File: config.mk
export PLATFORM = sky130hd
export DESIGN_NAME = mem_arbiter
export DESIGN_NICKNAME = d
export VERILOG_FILES = /design/src/rtl/mem_arbiter.sv
export SDC_FILE = /design/constraint.sdc
export NUM_CORES = 1
export LEC_CHECK = 0
export CAP_MARGIN = 5
export CORE_AREA = 2 2 103 105
export CTS_BUF_LIST = sky130_fd_sc_hd__clkbuf_8
export CTS_CLUSTER_DIAMETER = 40
export DETAILED_ROUTE_END_ITERATION = 6
export DIE_AREA = 0 0 105 107
export DONT_BUFFER_PORTS = 1
export GPL_TIMING_DRIVEN = 0
export HOLD_SLACK_MARGIN = 0.05
export PLACE_DENSITY = 0.75
export SLEW_MARGIN = 10
export SYNTH_ARGS = -nofsm -noshare
export SYNTH_HDL_FRONTEND = slang
export SYNTH_SLANG_ARGS = --single-unit
File: constraint.sdc
create_clock -name clk -period 1.7 [get_ports clk]
set_clock_uncertainty 0.15 [all_clocks]
set_input_delay 0.51 -clock clk [delete_from_list [all_inputs] [get_ports clk]]
set_output_delay 0.51 -clock clk [all_outputs]
set_load 0.05 [all_outputs]
File: src/rtl/mem_arbiter.sv
`timescale 1ns/1ps
// mem_arbiter
// -----------------------------------------------------------------------------
// Shares one single-ported, handshaked unified memory between the fetch-stage
// instruction port and the memory-stage data port of the pipelined MIPS core.
// Each access runs IDLE -> IBUSY/DBUSY -> RESP -> IDLE. While any requester is
// waiting, the stall output is high.
//
// Ports
//   clk, reset       single rising-edge clock, synchronous active-high reset
//   ireq/iaddr       fetch request and address (held until iready)
//   irdata/iready    fetched word, one-cycle completion pulse
//   dreq/dwe/daddr/dwdata
//                    data request, write enable, address, store data
//   drdata/dready    load data, one-cycle completion pulse
//   memreq/memwe/memaddr/memwdata
//                    memory request (held until memack) and access fields
//   memrdata/memack  memory read data, one-cycle completion from memory
//   stall            combinational pipeline stall
//
// Build option
//   MEM_ARB_RR_EN    when defined, a tie in IDLE goes to the side that was not
//                    granted last (D wins the first tie after reset). When
//                    undefined, the data side always has priority.
// -----------------------------------------------------------------------------
module mem_arbiter #(
    parameter int WIDTH  = 32,
    parameter int AWIDTH = 32
) (
    input  logic              clk,
    input  logic              reset,
    input  logic              ireq,
    input  logic [AWIDTH-1:0] iaddr,
    output logic [WIDTH-1:0]  irdata,
    output logic              iready,
    input  logic              dreq,
    input  logic              dwe,
    input  logic [AWIDTH-1:0] daddr,
    input  logic [WIDTH-1:0]  dwdata,
    output logic [WIDTH-1:0]  drdata,
    output logic              dready,
    output logic              memreq,
    output logic              memwe,
    output logic [AWIDTH-1:0] memaddr,
    output logic [WIDTH-1:0]  memwdata,
    input  logic [WIDTH-1:0]  memrdata,
    input  logic              memack,
    output logic              stall
);

    typedef enum logic [1:0] {
        IDLE  = 2'd0,
        IBUSY = 2'd1,
        DBUSY = 2'd2,
        RESP  = 2'd3
    } state_t;

    state_t state_reg, state_next;

    logic              memreq_reg;
    logic              memwe_reg;
    logic [AWIDTH-1:0] memaddr_reg;
    logic [WIDTH-1:0]  memwdata_reg;
    logic [WIDTH-1:0]  irdata_reg;
    logic [WIDTH-1:0]  drdata_reg;
    logic              iready_reg;
    logic              dready_reg;

    logic grant_d;
    logic grant_i;

`ifdef MEM_ARB_RR_EN
    // 1 = the most recent grant went to the instruction side. Resetting to 1
    // makes the data side win the first tie.
    logic last_i_reg;
`endif

    // Grant decision; only meaningful in IDLE. RESP deliberately never grants
    // because the requester's req still refers to the access just completed.
    always_comb begin
        grant_d = 1'b0;
        grant_i = 1'b0;
        if (state_reg == IDLE) begin
`ifdef MEM_ARB_RR_EN
            if (dreq && ireq) begin
                grant_d = last_i_reg;
                grant_i = ~last_i_reg;
            end else begin
                grant_d = dreq;
                grant_i = ireq;
            end
`else
            // Data side is the older instruction, so it always goes first.
            grant_d = dreq;
            grant_i = ireq & ~dreq;
`endif
        end
    end

`ifdef MEM_ARB_RR_EN
    always_ff @(posedge clk) begin
        if (reset) begin
            last_i_reg <= 1'b1;
        end else if (grant_i) begin
            last_i_reg <= 1'b1;
        end else if (grant_d) begin
            last_i_reg <= 1'b0;
        end
    end
`endif

    // State register.
    always_ff @(posedge clk) begin
        if (reset) begin
            state_reg <= IDLE;
        end else begin
            state_reg <= state_next;
        end
    end

    // Next-state logic. memack outside the busy states is simply ignored.
    always_comb begin
        state_next = state_reg;
        case (state_reg)
            IDLE: begin
                if (grant_d) begin
                    state_next = DBUSY;
                end else if (grant_i) begin
                    state_next = IBUSY;
                end
            end
            IBUSY, DBUSY: begin
                if (memack) begin
                    state_next = RESP;
                end
            end
            RESP: begin
                state_next = IDLE;
            end
            default: begin
                state_next = IDLE;
            end
        endcase
    end

    // Registered memory-side fields and requester responses. The mem* fields
    // are only written on a grant, so they stay stable for the whole access.
    always_ff @(posedge clk) begin
        if (reset) begin
            memreq_reg   <= 1'b0;
            memwe_reg    <= 1'b0;
            memaddr_reg  <= '0;
            memwdata_reg <= '0;
            irdata_reg   <= '0;
            drdata_reg   <= '0;
            iready_reg   <= 1'b0;
            dready_reg   <= 1'b0;
        end else begin
            // Ready outputs are single-cycle pulses.
            iready_reg <= 1'b0;
            dready_reg <= 1'b0;
            case (state_reg)
                IDLE: begin
                    if (grant_d) begin
                        memaddr_reg  <= daddr;
                        memwdata_reg <= dwdata;
                        memwe_reg    <= dwe;
                        memreq_reg   <= 1'b1;
                    end else if (grant_i) begin
                        memaddr_reg  <= iaddr;
                        memwdata_reg <= '0;
                        memwe_reg    <= 1'b0;
                        memreq_reg   <= 1'b1;
                    end
                end
                IBUSY: begin
                    if (memack) begin
                        irdata_reg <= memrdata;
                        iready_reg <= 1'b1;
                        memreq_reg <= 1'b0;
                    end
                end
                DBUSY: begin
                    // Stores also capture memrdata; the value is don't-care.
                    if (memack) begin
                        drdata_reg <= memrdata;
                        dready_reg <= 1'b1;
                        memreq_reg <= 1'b0;
                    end
                end
                default: begin
                end
            endcase
        end
    end

    assign memreq   = memreq_reg;
    assign memwe    = memwe_reg;
    assign memaddr  = memaddr_reg;
    assign memwdata = memwdata_reg;
    assign irdata   = irdata_reg;
    assign drdata   = drdata_reg;
    assign iready   = iready_reg;
    assign dready   = dready_reg;

    // Combinational so the pipeline releases in the same cycle the ready
    // pulse appears.
    assign stall = (ireq & ~iready) | (dreq & ~dready);

endmodule

# == Word-level counts from Yosys, hierarchy flattened ==
# Cells that the tools add are included.
# totals
inputBits,134
output_inout_bits,133
ff_bits,134
word_cells,51
# op_classes
muxes,17
bitwise_logic,9
reduce_logical,11
eq_ne,5
# ops
operator,count
$mux W32,4
$mux W1,8
$reduce_and A2 Y1,4
$mux W2,3
$pmux W2 S3,1
$reduce_or A2 Y1,3
$not A1 Y1,5
$eq A2 B2 Y1 const B,2
$reduce_bool A2 Y1,2
$and A1 B1 Y1,3
$ne A3 B3 Y1 const B,1
$reduce_and A3 Y1,1
$eq A2 B1 Y1 const B,1
$logic_not A2 Y1,1
$ne A2 B1 Y1 const B,1
$pmux W1 S2,1
$or A1 B1 Y1,1

# == Logic depth before layout (Yosys ltp) ==
# Gate-level depths: netlist (run 1).
# logic_depth
ltp_word,6
ltp_mapped,7
ltp_nobuf,5

# == Worst setup path before layout (run 1) ==
# No wires, ideal clock.
# synth_path
kind,input-to-output
startpoint,input port ireq
endpoint,output port stall
cell_stages,4
slack_ps,-657
n_path_buf,2
arrival_time_ps,1697
cell_sequence,buf_2 > buf_2 > inv_1 > o22ai_1
# synth_between
elab_chain_cells,2
# synth_lines
item,line_no,rtl
start: declaration,32,"input logic ireq,"
$and A1 B1 Y1,208,assign stall = (ireq & ~iready) | (dreq & ~dready);
$or A1 B1 Y1,208,
end: declaration,48,output logic stall
# No other way between the ends.

# == Final worst setup path (run 1) ==
# layout_path
startpoint,register iready_reg (netlist: iready)
endpoint,output port stall
# layout_between
elab_chain_cells,3
# layout_lines
item,line_no,rtl
start: declaration,66,logic iready_reg;
start signal: assignment,156,iready_reg <= 1'b0;
start signal: assignment,160,iready_reg <= 1'b0;
start signal: assignment,179,iready_reg <= 1'b1;
$not A1 Y1,208,
$and A1 B1 Y1,208,
$or A1 B1 Y1,208,
# No other way between the ends.

==> run_results.csv, run 1 <==
group,metric,value,unit
setup_path,worst_path_max_delay_cell,"dfxtp_4",
floorplan,die_x,105,um
layout,final_util,0.6247,
layout,layout.cells.non_filler,803,
logic_synthesis,synth-seq-area-share,0.5234,
setup_path,path_buf_inv,0,
setup_path,cp_top_family,"flip-flops",
power_and_ir_drop,switching_share,0.4616,
timing,max_freq,0.5322,GHz
layout,area_growth,23.02,%
layout,antenna_cells,0,
power_and_ir_drop,power_frac_clock,0.218,
timing,hold_slack,0.06931,ns
hold_path,whs_path_depth,2,
timing,setup_slack,-0.1790,ns
power_and_ir_drop,peakVddDrop,0.0008563,V
drt,wl,15340,um
drt,dr.first_iter.drc_count,385,
logic_synthesis,synthCells,605,
clock_network,worstSkewPairLatency,0.42,ns
power_and_ir_drop,p_per_area,1815,nW/um^2
flow_run,drv_cap,0,
clock_network,cts_tree,"built",
setup_path,cp-end-kind,"primary output",
setup_path,path_depth,1,
placed_design,dp.cells,741,
floorplan,rows,37,
timing,finalHoldViolCount,0,
grt,grt_use_total,0.2628,
timing,setup_viol,1,
setup_path,crit_path_cell_trace,"o22ai_4",
layout,drive_above_1_share,0.3403,
power_and_ir_drop,p_leak,2.257,nW
layout,nFillCells,849,
logic_synthesis,syn_area,5125,um^2
power_and_ir_drop,p_total,11.45,mW
clock_network,cts.sinks,134,
placed_design,gp_congestion,0.7997,
setup_path,arrival,1.22,ns
floorplan,design.die.area,11240,um^2
logic_synthesis,yosys_warnings,0,
setup_path,startpoint,"iready$_SDFF_PP0_",
run_status,violations,"setup timing",
setup_path,crit_required,1.04,ns
floorplan,core_area,10090,um^2
drt,dr.pass1.iters,5,
drt,top_layer,"met4",
power_and_ir_drop,p_comb_frac,0.226,
timing,worstMarginPinSlew,0.5020,ns
setup_path,cpPeakStageDelay,0.41,ns
timing,relSlewSlack,0.6653,
power_and_ir_drop,p_int,6.162,mW
floorplan,die_y,107,um
drt,wl_met1,5728,um
power_and_ir_drop,p_sw,5.284,mW
setup_path,r2r_slack,0.07,ns
drt,via_per_inst,5.681,
setup_path,regToRegStartpoint,"state_reg[1]$_SDFFE_PP0P_",
setup_path,crit_fanout,2,
grt,grt.overflow.total,0,
floorplan,io_pins,267,
clock_network,clock_path_buffers,2,
logic_synthesis,ys_seq_elements,134,
hold_path,hold_class,"in2reg",
drt,antenna_left,0,
timing,slew_viol_final,0,
clock_network,cts_buffers,17,
setup_path,critical_path_class,"reg2out",
grt,grt_pass1_wl,23360,um
clock_network,clk_pin_slew,0.08,ns
drt,drc_errors,0,
placed_design,io_buffer_count,0,
grt,antenna_found_initial,0,
drt,dr_wl_met2,7922,um
setup_path,start_kind,"flip-flop",
logic_synthesis,syn-num-nets,742,
grt,grt_pass1_vias,4555,
drt,wl_met3,1301,um
timing,rsz0062_at_grt,"true",
timing,tns,-0.1790,ns
timing,fin_crit_sh,1.105,
placed_design,dpl.hpwl,10730,um
floorplan,start_util,0.5078,
layout,layout.nets,792,
hold_path,min-delay-start,"memrdata[27]",
run_status,status,"finished with violations",
timing,fin_crit,1.879,ns
grt,grt_max_degree,17,
logic_synthesis,syn_avg_cell_area,8.471,um^2
clock_network,root_buffer,"clkbuf_8",
drt,vias,4562,
setup_path,rr_worst_depth,7,
logic_synthesis,ys_types,23,
clock_network,h-tree-depth,4,
power_and_ir_drop,power_frac_seq,0.557,
drt,wire_per_inst,19.10,um
## cells in the mapped netlist
cell type,instances,area [um^2]
and2_1,3,18.77
a211oi_1,32,240.2
o311ai_0,1,8.760
a22oi_1,33,247.7
a21oi_1,69,345.3
buf_2,16,80.08
dfxtp_1,134,2683
buf_6,7,78.83
ha_1,3,37.54
nand2_1,132,495.5
o21ai_2,1,8.760
nor2_1,97,364.1
inv_2,1,3.750
nor3_1,2,10.01
inv_1,3,11.26
o21a_4,1,15.01
o21ai_0,1,5.000
o2bb2ai_1,30,262.8
a21boi_0,1,7.510
nand2b_1,4,25.02
buf_4,11,82.58
clkbuf_1,20,75.07
o22ai_1,3,18.77
## metrics by stage
stage	area, um^2	setup slack (ns)
after floorplan	5172	-0.05670
after global placement	5343	-0.1475
after detailed placement	5343	-0.1665
after CTS	6205	-0.1973
after global routing	6305	-0.2148
final	6305	-0.1790
## layer usage
layer  vias up  global-route usage
met5         -                   0
met4         0              0.1095
met2       217              0.4680
met3        32             0.09726
li1       2158                   -
met1      2155              0.2806
## cells by family (layout without fill, tap and decap cells)
logic type | after synthesis | after routing | synth area share
AND/OR/NAND/NOR | 238 | 238 | 0.1782
AO/OA/AOI/OAI | 172 | 172 | 0.2263
flip-flops | 134 | 134 | 0.5234
buffers and inverters | 58 | 120 | 0.06470
adder cells (fa/ha/maj) | 3 | 3 | 0.007325
## timing repair
item	4_1_cts	5_1_grt
resized for setup	142	29
buffers inserted	0	0
hold buffers	31	0
setup endpoints to repair	205	84
pin swaps	1	1
endpoints found under the hold margin	53	0
## area by class of cell
type                            count  area, um^2  share of cell area
Clock buffer                       18       247.7             0.03929
Clock inverter                     13       122.6             0.01945
Inverter                            4       20.02            0.003175
Tap cell                          136       170.2             0.02699
Timing Repair Buffer               31       310.3             0.04922
Sequential cell                   134        2855              0.4529
Multi-Input combinational cell    413        2207              0.3501
Buffer                             54       371.6             0.05894
## cell usage in the layout (no fill, tap or decap), types with 10 or more instances in the layout
cell type,netlist,layout
dfxtp_2,0,132
o2bb2ai_1,30,30
a22oi_1,33,20
a211oi_1,32,32
nand2_1,132,131
nor2_1,97,97
dlygate4sd3_1,0,31
a21oi_1,69,69
buf_4,11,11
clkbuf_1,20,13
clkbuf_8,0,18
buf_2,16,10
a22oi_2,0,13
## power by group through the flow
stage / Combinational [mW] / Sequential (mW) / Clock (mW)
finish: 2.58 / 6.37 / 2.49
global route: 2.89 / 6.43 / 2.67
CTS: 2.41 / 6.35 / 2.54
detailed placement: 2.32 / 6.28 / 0
global placement: 2.23 / 6.26 / 0
floorplan: 1.86 / 6.12 / 0
## path summary, 6_finish.rpt
path                                                  end
worst max-delay path                                stall
worst max register to register  memwdata[24]$_SDFFE_PP0P_
worst min-delay path              irdata[27]$_SDFFE_PP0P_
worst min register to register  state_reg[0]$_SDFFE_PP0P_
Power figures use the tool's default switching activity.
==> inputs of run 2 (changes only) <==
Settings changed: PLACE_DENSITY 0.75 to 0.64.
==> run_results.csv, run 2 (synthesis gave the netlist of run 1 again) <==
group,metric,value,unit
setup_path,start_kind,"flip-flop",
clock_network,cts.sinks,134,
timing,setup_viol,1,
timing,relSlewSlack,0.6848,
floorplan,rows,37,
grt,grt_use_total,0.2545,
run_status,violations,"setup timing",
drt,wl_met1,5677,um
layout,nFillCells,874,
clock_network,worstSkewPairLatency,0.43,ns
grt,grt_max_degree,17,
setup_path,arrival,1.23,ns
setup_path,path_buf_inv,0,
placed_design,dpl.hpwl,10390,um
timing,slew_viol_final,0,
setup_path,regToRegStartpoint,"state_reg[0]$_SDFFE_PP0P_",
layout,antenna_cells,0,
timing,worstMarginPinSlew,0.4727,ns
clock_network,cts_tree,"built",
clock_network,clk_pin_slew,0.07,ns
run_status,status,"finished with violations",
power_and_ir_drop,p_per_area,1885,nW/um^2
clock_network,h-tree-depth,4,
power_and_ir_drop,switching_share,0.4279,
hold_path,hold_class,"in2reg",
clock_network,clock_path_buffers,2,
timing,fin_crit,1.890,ns
layout,final_common_cell,"dfxtp_2",
timing,setup_slack,-0.1904,ns
drt,via_per_inst,5.602,
timing,fin_crit_sh,1.112,
floorplan,io_pins,267,
setup_path,critical_path_class,"reg2out",
power_and_ir_drop,p_comb_frac,0.207,
setup_path,r2r_end,"memwdata[27]$_SDFFE_PP0P_",
setup_path,crit_path_cell_trace,"o22ai_4",
drt,antenna_left,0,
drt,dr_wl_met2,7153,um
grt,grt.overflow.total,0,
drt,vias,4515,
floorplan,die_y,107,um
drt,dr.first_iter.drc_count,230,
grt,grt_pass1_vias,4418,
floorplan,core_area,10090,um^2
clock_network,cts_buffers,17,
setup_path,crit_fanout,2,
timing,tns,-0.1904,ns
drt,top_layer,"met4",
setup_path,worst_path_max_delay_cell,"dfxtp_4",
layout,layout.nets,794,
setup_path,rr_worst_depth,7,
timing,rsz0062_at_grt,"true",
layout,final_cell_mix,"dfxtp_2, nand2_1, nor2_1",
placed_design,io_buffer_count,0,
drt,wl,14520,um
setup_path,cpPeakStageDelay,0.41,ns
power_and_ir_drop,peakVddDrop,0.0007995,V
power_and_ir_drop,p_int,6.904,mW
grt,antenna_found_initial,0,
drt,dr.pass1.iters,4,
setup_path,cp_top_family,"flip-flops",
setup_path,cp-end-kind,"primary output",
clock_network,cts_post_setup_buffers_inserted,0,
layout,drive_above_1_share,0.3254,
power_and_ir_drop,power_frac_seq,0.528,
grt,grt_pass1_wl,22360,um
timing,max_freq,0.5290,GHz
drt,wire_per_inst,18.01,um
layout,final_util,0.6344,
power_and_ir_drop,p_sw,5.163,mW
layout,area_growth,24.93,%
setup_path,path_depth,1,
floorplan,design.die.area,11240,um^2
drt,drc_errors,0,
setup_path,endpoint,"stall",
placed_design,gp_congestion,0.8020,
setup_path,crit_required,1.04,ns
timing,finalHoldViolCount,0,
flow_run,drv_cap,0,
setup_path,startpoint,"iready$_SDFF_PP0_",
power_and_ir_drop,p_total,12.07,mW
drt,wl_met3,1241,um
power_and_ir_drop,power_frac_clock,0.265,
floorplan,start_util,0.5078,
power_and_ir_drop,p_leak,2.332,nW
setup_path,r2r_slack,0.09,ns
clock_network,root_buffer,"clkbuf_8",
floorplan,die_x,105,um
[run 2: power by group through the flow]
stage               Clock (mW)  Combinational, mW  Sequential [mW]
finish                    3.20               2.49             6.37
global route              3.38               2.82             6.44
CTS                       3.24               2.38             6.37
detailed placement           0               2.29             6.29
global placement             0               2.22             6.28
floorplan                    0               1.86             6.12
[run 2: worst min-delay path by stage]
stage	from	end	slack (ns)	cells past startpoint
2_1_floorplan	state_reg[1]$_SDFFE_PP0P_	state_reg[1]$_SDFFE_PP0P_	0.35	2
3_3_place_gp	state_reg[1]$_SDFFE_PP0P_	state_reg[1]$_SDFFE_PP0P_	0.37	2
3_5_place_dp	state_reg[0]$_SDFFE_PP0P_	state_reg[0]$_SDFFE_PP0P_	0.38	2
4_1_cts	memrdata[6]	drdata[6]$_SDFFE_PP0P_	0.05	2
5_1_grt	dwdata[21]	memwdata[21]$_SDFFE_PP0P_	0.07	2
6_report	dwdata[9]	memwdata[9]$_SDFFE_PP0P_	0.09	2
[run 2: routing by layer]
| layer | track usage | vias up |
|---|---|---|
| li1 | - | 2171 |
| met1 | 0.2845 | 2106 |
| met2 | 0.4295 | 201 |
| met3 | 0.09301 | 37 |
| met4 | 0.1248 | 0 |
| met5 | 0 | - |
[run 2: final cells by class]
type | instances | area (um^2) | share of cell area
clock inverter | 13 | 227.7 | 0.03557
clock buffer | 19 | 261.5 | 0.04084
sequential | 134 | 2855 | 0.4460
buffer | 54 | 372.9 | 0.05824
timing repair buffer | 33 | 330.3 | 0.05159
tap | 136 | 170.2 | 0.02658
multi-input combinational | 413 | 2165 | 0.3381
inverter | 4 | 20.02 | 0.003127
[run 2: what timing repair did]
item	4_1_cts	5_1_grt
pin swaps	1	0
setup endpoints to repair	198	86
hold buffers	32	1
endpoints found under the hold margin	62	1
gates resized for setup	139	28
[run 2: through the flow]
stage / instances / setup slack [ns] / cell area, um^2 / hold slack [ns]
3_5_place_dp: 741 / -0.1576 / 5343 / 0.3849
3_3_place_gp: 741 / -0.1402 / 5343 / 0.3729
2_1_floorplan: 605 / -0.05670 / 5172 / 0.3491
4_1_cts: 805 / -0.2160 / 6330 / 0.05022
6_report: 806 / -0.1904 / 6402 / 0.08893
5_1_grt: 806 / -0.2287 / 6402 / 0.06719
==> RTL edit 1: new RTL, flow settings as in run 1 <==
Add a define of `MEM_ARB_RR_EN`.
--- a/src/rtl/mem_arbiter.sv
+++ b/src/rtl/mem_arbiter.sv
@@ -25,2 +25,4 @@
 // -----------------------------------------------------------------------------
+`define MEM_ARB_RR_EN
+
 module mem_arbiter #(
Function: same outputs for any inputs over 4 cycles, from zero or initial values and one cycle with reset high; that may be too few to reach the edited logic, so the function may still have changed.
==> RTL edit 1 against run 1 <==
The run still ends with setup timing left. Sequential cell count is 1 higher. Register-to-register slack worse by 0.03 ns. Combinational power fell by 5%. Design area fell by 3.5%. Largest power group unchanged. Clock power grew 11%. Routed wire length decreased by 3.5%. Largest cell class unchanged. Power is 1.1% lower. Sequential share of layout area rose by 2.0 points. Final cell count down 8.7%. Synthesized cell count shrank 9.9%. Worst setup slack gained 0.0090 ns. Synthesized area fell by 3.3%.
==> RTL edit 1: results (changes against run 1) <==
* **number of antenna repair diodes** 0, unchanged
* **cell types occupying the most area after synthesis** sky130_fd_sc_hd__dfxtp_1, sky130_fd_sc_hd__nand2_1, sky130_fd_sc_hd__a21oi_1
* **endpoint arrival time on the critical path** 1.21 ns
* **Netlist cell types** 29, +26%
* **Routed WL** 14800 um, -3.5%
* **ratio of cells with drive above 1 in the final layout** 0.3685, +0.02818
* **detailed-route via count** 4381, -4.0%
* **pin count of the biggest net entering global routing** 17, unchanged
* **total setup violations reported at the end of the flow** 1, unchanged
* **number of fill cells in the layout** 867, +2.1%
* **clock latency on the worst-skew pair** 0.41 ns
* **CP Capture Point** stall
* **worst min-delay path category** input pin to flop
* **slack of the worst reg-to-reg path** 0.04 ns, -0.03 ns
* **final critical-path setup slack** -0.1700 ns, +0.008987 ns
* **Internal Power** 0.006456 W, +4.8%
* **violation count after the first detailed-routing iteration** 377, -2.1%
* **Mapped Nets** 683, -8.0%
* **Slowest-stage cell, CP** sky130_fd_sc_hd__dfxtp_4
* **CTS clk-pin slew, worst paths** 0.08 ns, about the same
* **commonest cells in the netlist** sky130_fd_sc_hd__dfxtp_1, sky130_fd_sc_hd__nand2_1, sky130_fd_sc_hd__a21oi_1
* **worst reg2reg path startpoint** state_reg[0]
* **launch point of the critical path** dready
* **clock buffer depth** 2, unchanged
* **Async SR Flop Fraction** 0, unchanged
* **total routing usage reported by global routing** 0.2498, -0.01304
* **top fanout value on the critical path** 2, unchanged
* **total iterations of the first detailed-routing run** 4, -1
* **largest delay contributor family on the critical path** flip-flops
* **number of global-route vias before repair** 4335, -4.8%
* **worst reg2reg endpoint** memaddr[7]
* **maximum vdd drop** 0.9897 mV, +16%
* **Detail Placement HPWL** 10270 um, -4.3%
* **failing checks** setup timing
* **global-route wire length before repair** 22300 um, -4.5%
* **antenna violations before repair** 0, unchanged
* **result of the run** complete, but fails checks
* **transition time at the pin with the least slew margin** 0.5837 ns, +0.08166 ns
* **cell at the root of the clock tree** sky130_fd_sc_hd__clkbuf_8
* **Static Leakage** 2.340 nW, +3.7%
* **CTS H-tree depth** 4, unchanged
* **slowest stage delay, CP** 0.42 ns
* **worst reg-to-reg path cell count** 6, -1
* **total clock buffers created by CTS** 17, unchanged
* **warning count from the yosys run** 0, unchanged
* **post-route setup TNS** -0.1700 ns, +0.008987 ns
* **post-layout net count** 723, -8.7%
* **IO Port Bufs** 0, unchanged
* **weighted congestion reported at the end of routability-driven placement** 0.7878, -1.5%
* **sequential cell area fraction in the yosys report** 0.5453, +0.02188
* **Cell Area, Placed** 0.005147 mm2, -3.7%
RTL edit 1: area by class of cell:
cell class	count	area [um2]	share of cell area
Sequential cell	135	2875	0.4727
Timing Repair Buffer	26	254.0	0.04176
Buffer	45	300.3	0.04937
Clock inverter	14	172.7	0.02839
Inverter	6	25.02	0.004114
Multi-Input combinational cell	354	2051	0.3372
Tap cell	136	170.2	0.02798
Clock buffer	17	234.0	0.03847
RTL edit 1: worst min-delay path by stage:
stage,from,endpoint,slack [ns],cells after the start
2_1_floorplan,last_i_reg,last_i_reg,0.32,1
3_5_place_dp,last_i_reg,last_i_reg,0.36,1
4_1_cts,memrdata[0],drdata[0],0.05,2
6_report,memrdata[0],drdata[0],0.07,2
5_1_grt,memrdata[0],drdata[0],0.05,2
3_3_place_gp,last_i_reg,last_i_reg,0.34,1
RTL edit 1: repair_timing:
| action | in CTS | in global routing |
|---|---|---|
| hold buffers | 11 | 4 |
| endpoints found under the setup margin | 219 | 111 |
| gates cloned | 2 | 0 |
| gates resized for setup | 163 | 25 |
| hold endpoints to repair | 13 | 4 |
| pin swaps | 7 | 5 |
| buffers inserted | 6 | 3 |
RTL edit 1: kinds of logic after synthesis:
family / synth area share
AND/OR/NAND/NOR: 0.1818
AO/OA/AOI/OAI: 0.2047
flip-flops: 0.5453
adder cells (fa/ha/maj): 0.01010
buffers and inverters: 0.05806
RTL edit 1: layer usage:
layer	vias to the layer above	global-route usage	part of all wire
met5	-	0	0
met4	0	0.09524	0.026
met3	37	0.1040	0.10
met2	270	0.4244	0.49
met1	2080	0.2798	0.38
li1	1994	-	-
RTL edit 1: through the flow:
step / hold WS [ns] / total power (W) / worst slack [ns] / cells
after floorplan: 0.3219 / 0.007491 / -0.01959 / 545
after global placement: 0.3364 / 0.007947 / -0.2134 / 681
after detailed placement: 0.3566 / 0.008051 / -0.2933 / 681
after CTS: 0.05051 / 0.01122 / -0.2077 / 729
after global routing: 0.05135 / 0.01180 / -0.2346 / 733
final: 0.07220 / 0.01132 / -0.1700 / 733
RTL edit 1: power by group through the flow:
| stage | sequential (W) | combinational [W] | clock (W) |
|---|---|---|---|
| 2_1_floorplan | 0.00589 | 0.00160 | 0 |
| 4_1_cts | 0.00610 | 0.00233 | 0.00279 |
| 6_report | 0.00611 | 0.00245 | 0.00277 |
| 3_3_place_gp | 0.00603 | 0.00192 | 0 |
| 5_1_grt | 0.00616 | 0.00271 | 0.00294 |
| 3_5_place_dp | 0.00604 | 0.00201 | 0 |
==> RTL edit 2: new RTL, config.mk and constraints of run 1 <==
Made on the original files. Encoding of `state_t`: now one-hot (4 bits for 4 states).
--- a/src/rtl/mem_arbiter.sv
+++ b/src/rtl/mem_arbiter.sv
@@ -50,7 +50,7 @@
 
-    typedef enum logic [1:0] {
-        IDLE  = 2'd0,
-        IBUSY = 2'd1,
-        DBUSY = 2'd2,
-        RESP  = 2'd3
+    typedef enum logic [3:0] {
+        IDLE  = 4'b0001,
+        IBUSY = 4'b0010,
+        DBUSY = 4'b0100,
+        RESP  = 4'b1000
     } state_t;
Function: no difference found for any inputs over 4 cycles, from zero or initial values and one cycle with reset high; so few cycles prove little.
==> RTL edit 2 against run 1 <==
The flow still finishes with violations (setup timing). Design area grew 6.4%. Worst setup slack worse by 0.027 ns. Synthesized area is 2.5% higher. Count of clock-buffer cells in the layout unchanged. Routed wire length increased by 0.53%. Final cell count decreased by 6.1%. Sequential share of layout area shrank 2.0 points. Sequential cell count grew 2. Critical path type is now flop to flop. Critical endpoint is now memaddr[22].
Power is not compared: it rests on default switching activity, and its combinational part moved more than twofold at a synthesized area within 25%.
==> RTL edit 2: results (changes against run 1) <==
* **final critical-path setup slack** -0.2056 ns, -0.02653 ns
* **ratio of cells with drive above 1 in the final layout** 0.3625, +0.02213
* **drt wl/cell** 20.45 um, +7.1%
* **global-route wire length before repair** 23380 um, +0.12%
* **Detail Placement HPWL** 10400 um, -3.1%
* **number of setup buffers added after CTS** 11, +11
* **result of the run** complete, but fails checks
* **number of sinks handled by clock tree synthesis** 136, +1.5%
* **total setup violations reported at the end of the flow** 67, +66
* **post-layout net count** 740, -6.6%
* **non-clock inverter total of the final layout** 32, +28
* **total routing usage reported by global routing** 0.2650, +0.002155
* **Non-clock buffer share** 0.1313, +0.02314
* **Syn Inst Count** 540, -11%
* **WHS Path Cells** 1, -1
* **multi-input gates** 324, -22%
* **commonest cells in the netlist** sky130_fd_sc_hd__dfxtp_1, sky130_fd_sc_hd__nand2_1, sky130_fd_sc_hd__mux2i_1
* **Mapped Nets** 674, -9.2%
* **number of fill cells in the layout** 752, -11%
* **number of buffers added to fix hold violations after cts** 30, -3.2%
* **transition time at the pin with the least slew margin** 0.5605 ns, +0.05844 ns
* **Cell Area, Placed** 0.005474 mm2, +2.5%
* **sequential share of cell area** 0.4330, -0.01982
* **number of global-route vias before repair** 4535, -0.44%
* **multi-input logic portion of the cell area** 0.3305, -0.01960
* **start point of the worst hold path** dwdata[8]
* **Routed WL** 15420 um, +0.53%
* **end of the worst hold path** memwdata[8]
* **via density per instance** 5.822, +2.5%
* **sequential cell area fraction in the yosys report** 0.5182, -0.005219
* **violation count after the first detailed-routing iteration** 318, -17%
* **Post-Place Cells** 676, -8.8%
* **failing checks** setup timing
* **setup slack after placement** -0.4544 ns, -0.2878 ns
* **GR Util met3** 0.1021, +0.004863
* **GRT met1 Usage** 0.2743, -0.006306
* **cell types occupying the most area after synthesis** sky130_fd_sc_hd__dfxtp_1, sky130_fd_sc_hd__mux2i_1, sky130_fd_sc_hd__nand2_1
* **proportion of netlist area held by the largest area contributor** 0.5182, -0.005219
* **endpoint arrival time on the critical path** 2.06 ns, +0.84 ns
* **pin count of the biggest net entering global routing** 18, +1
* **worst reg2reg endpoint** memaddr[22]
* **met2 usage in global routing** 0.4736, +0.005566
* **fraction of area in clock buffers and inverters** 0.06192, +0.003175
RTL edit 2: where the power goes:
| part | switching [W] | total (W) | leakage (nW) | internal [W] |
|---|---|---|---|---|
| clock network | 0.00128 | 0.00278 | 0.206 | 0.00150 |
| registers | 0.00106 | 0.00456 | 1.17 | 0.00349 |
| logic | 0.000491 | 0.00105 | 1.59 | 0.000557 |
| total | 0.00283 | 0.00838 | 2.96 | 0.00555 |
RTL edit 2: worst max-delay path, stage by stage (launching register included):
cell	delay, ns
sky130_fd_sc_hd__dfxtp_4	0.34
sky130_fd_sc_hd__or4b_4	0.55
sky130_fd_sc_hd__buf_6	0.14
sky130_fd_sc_hd__and2_4	0.17
sky130_fd_sc_hd__buf_8	0.14
sky130_fd_sc_hd__buf_8	0.12
sky130_fd_sc_hd__o22a_1	0.18
RTL edit 2: cells by family after synthesis:
| logic type | after synthesis | synth area share |
|---|---|---|
| and+or+nand+nor | 155 | 0.1210 |
| DFF | 136 | 0.5182 |
| xor gates and xnor gates | 1 | 0.001667 |
| buffers and inverters | 80 | 0.06787 |
| AOI/OAI and AO/OA | 104 | 0.1693 |
| muxes | 64 | 0.1219 |
RTL edit 2: metal layers:
layer  part of all wire  wire [um]  vias up
li1                   -          -     2026
met1               0.37       5746     2096
met2               0.50       7737      226
met3              0.096       1474       42
met4              0.030        461        0
met5                  0          0        -
RTL edit 2: how the worst max path moves through the flow:
stage                  from          end  depth (start not counted)
4_1_cts              iready        stall                          1
2_1_floorplan  state_reg[1]   memaddr[0]                          6
5_1_grt        state_reg[2]  memaddr[22]                          6
3_5_place_dp          reset  memaddr[22]                          6
3_3_place_gp          reset  memaddr[24]                          6
6_report       state_reg[2]  memaddr[22]                          6
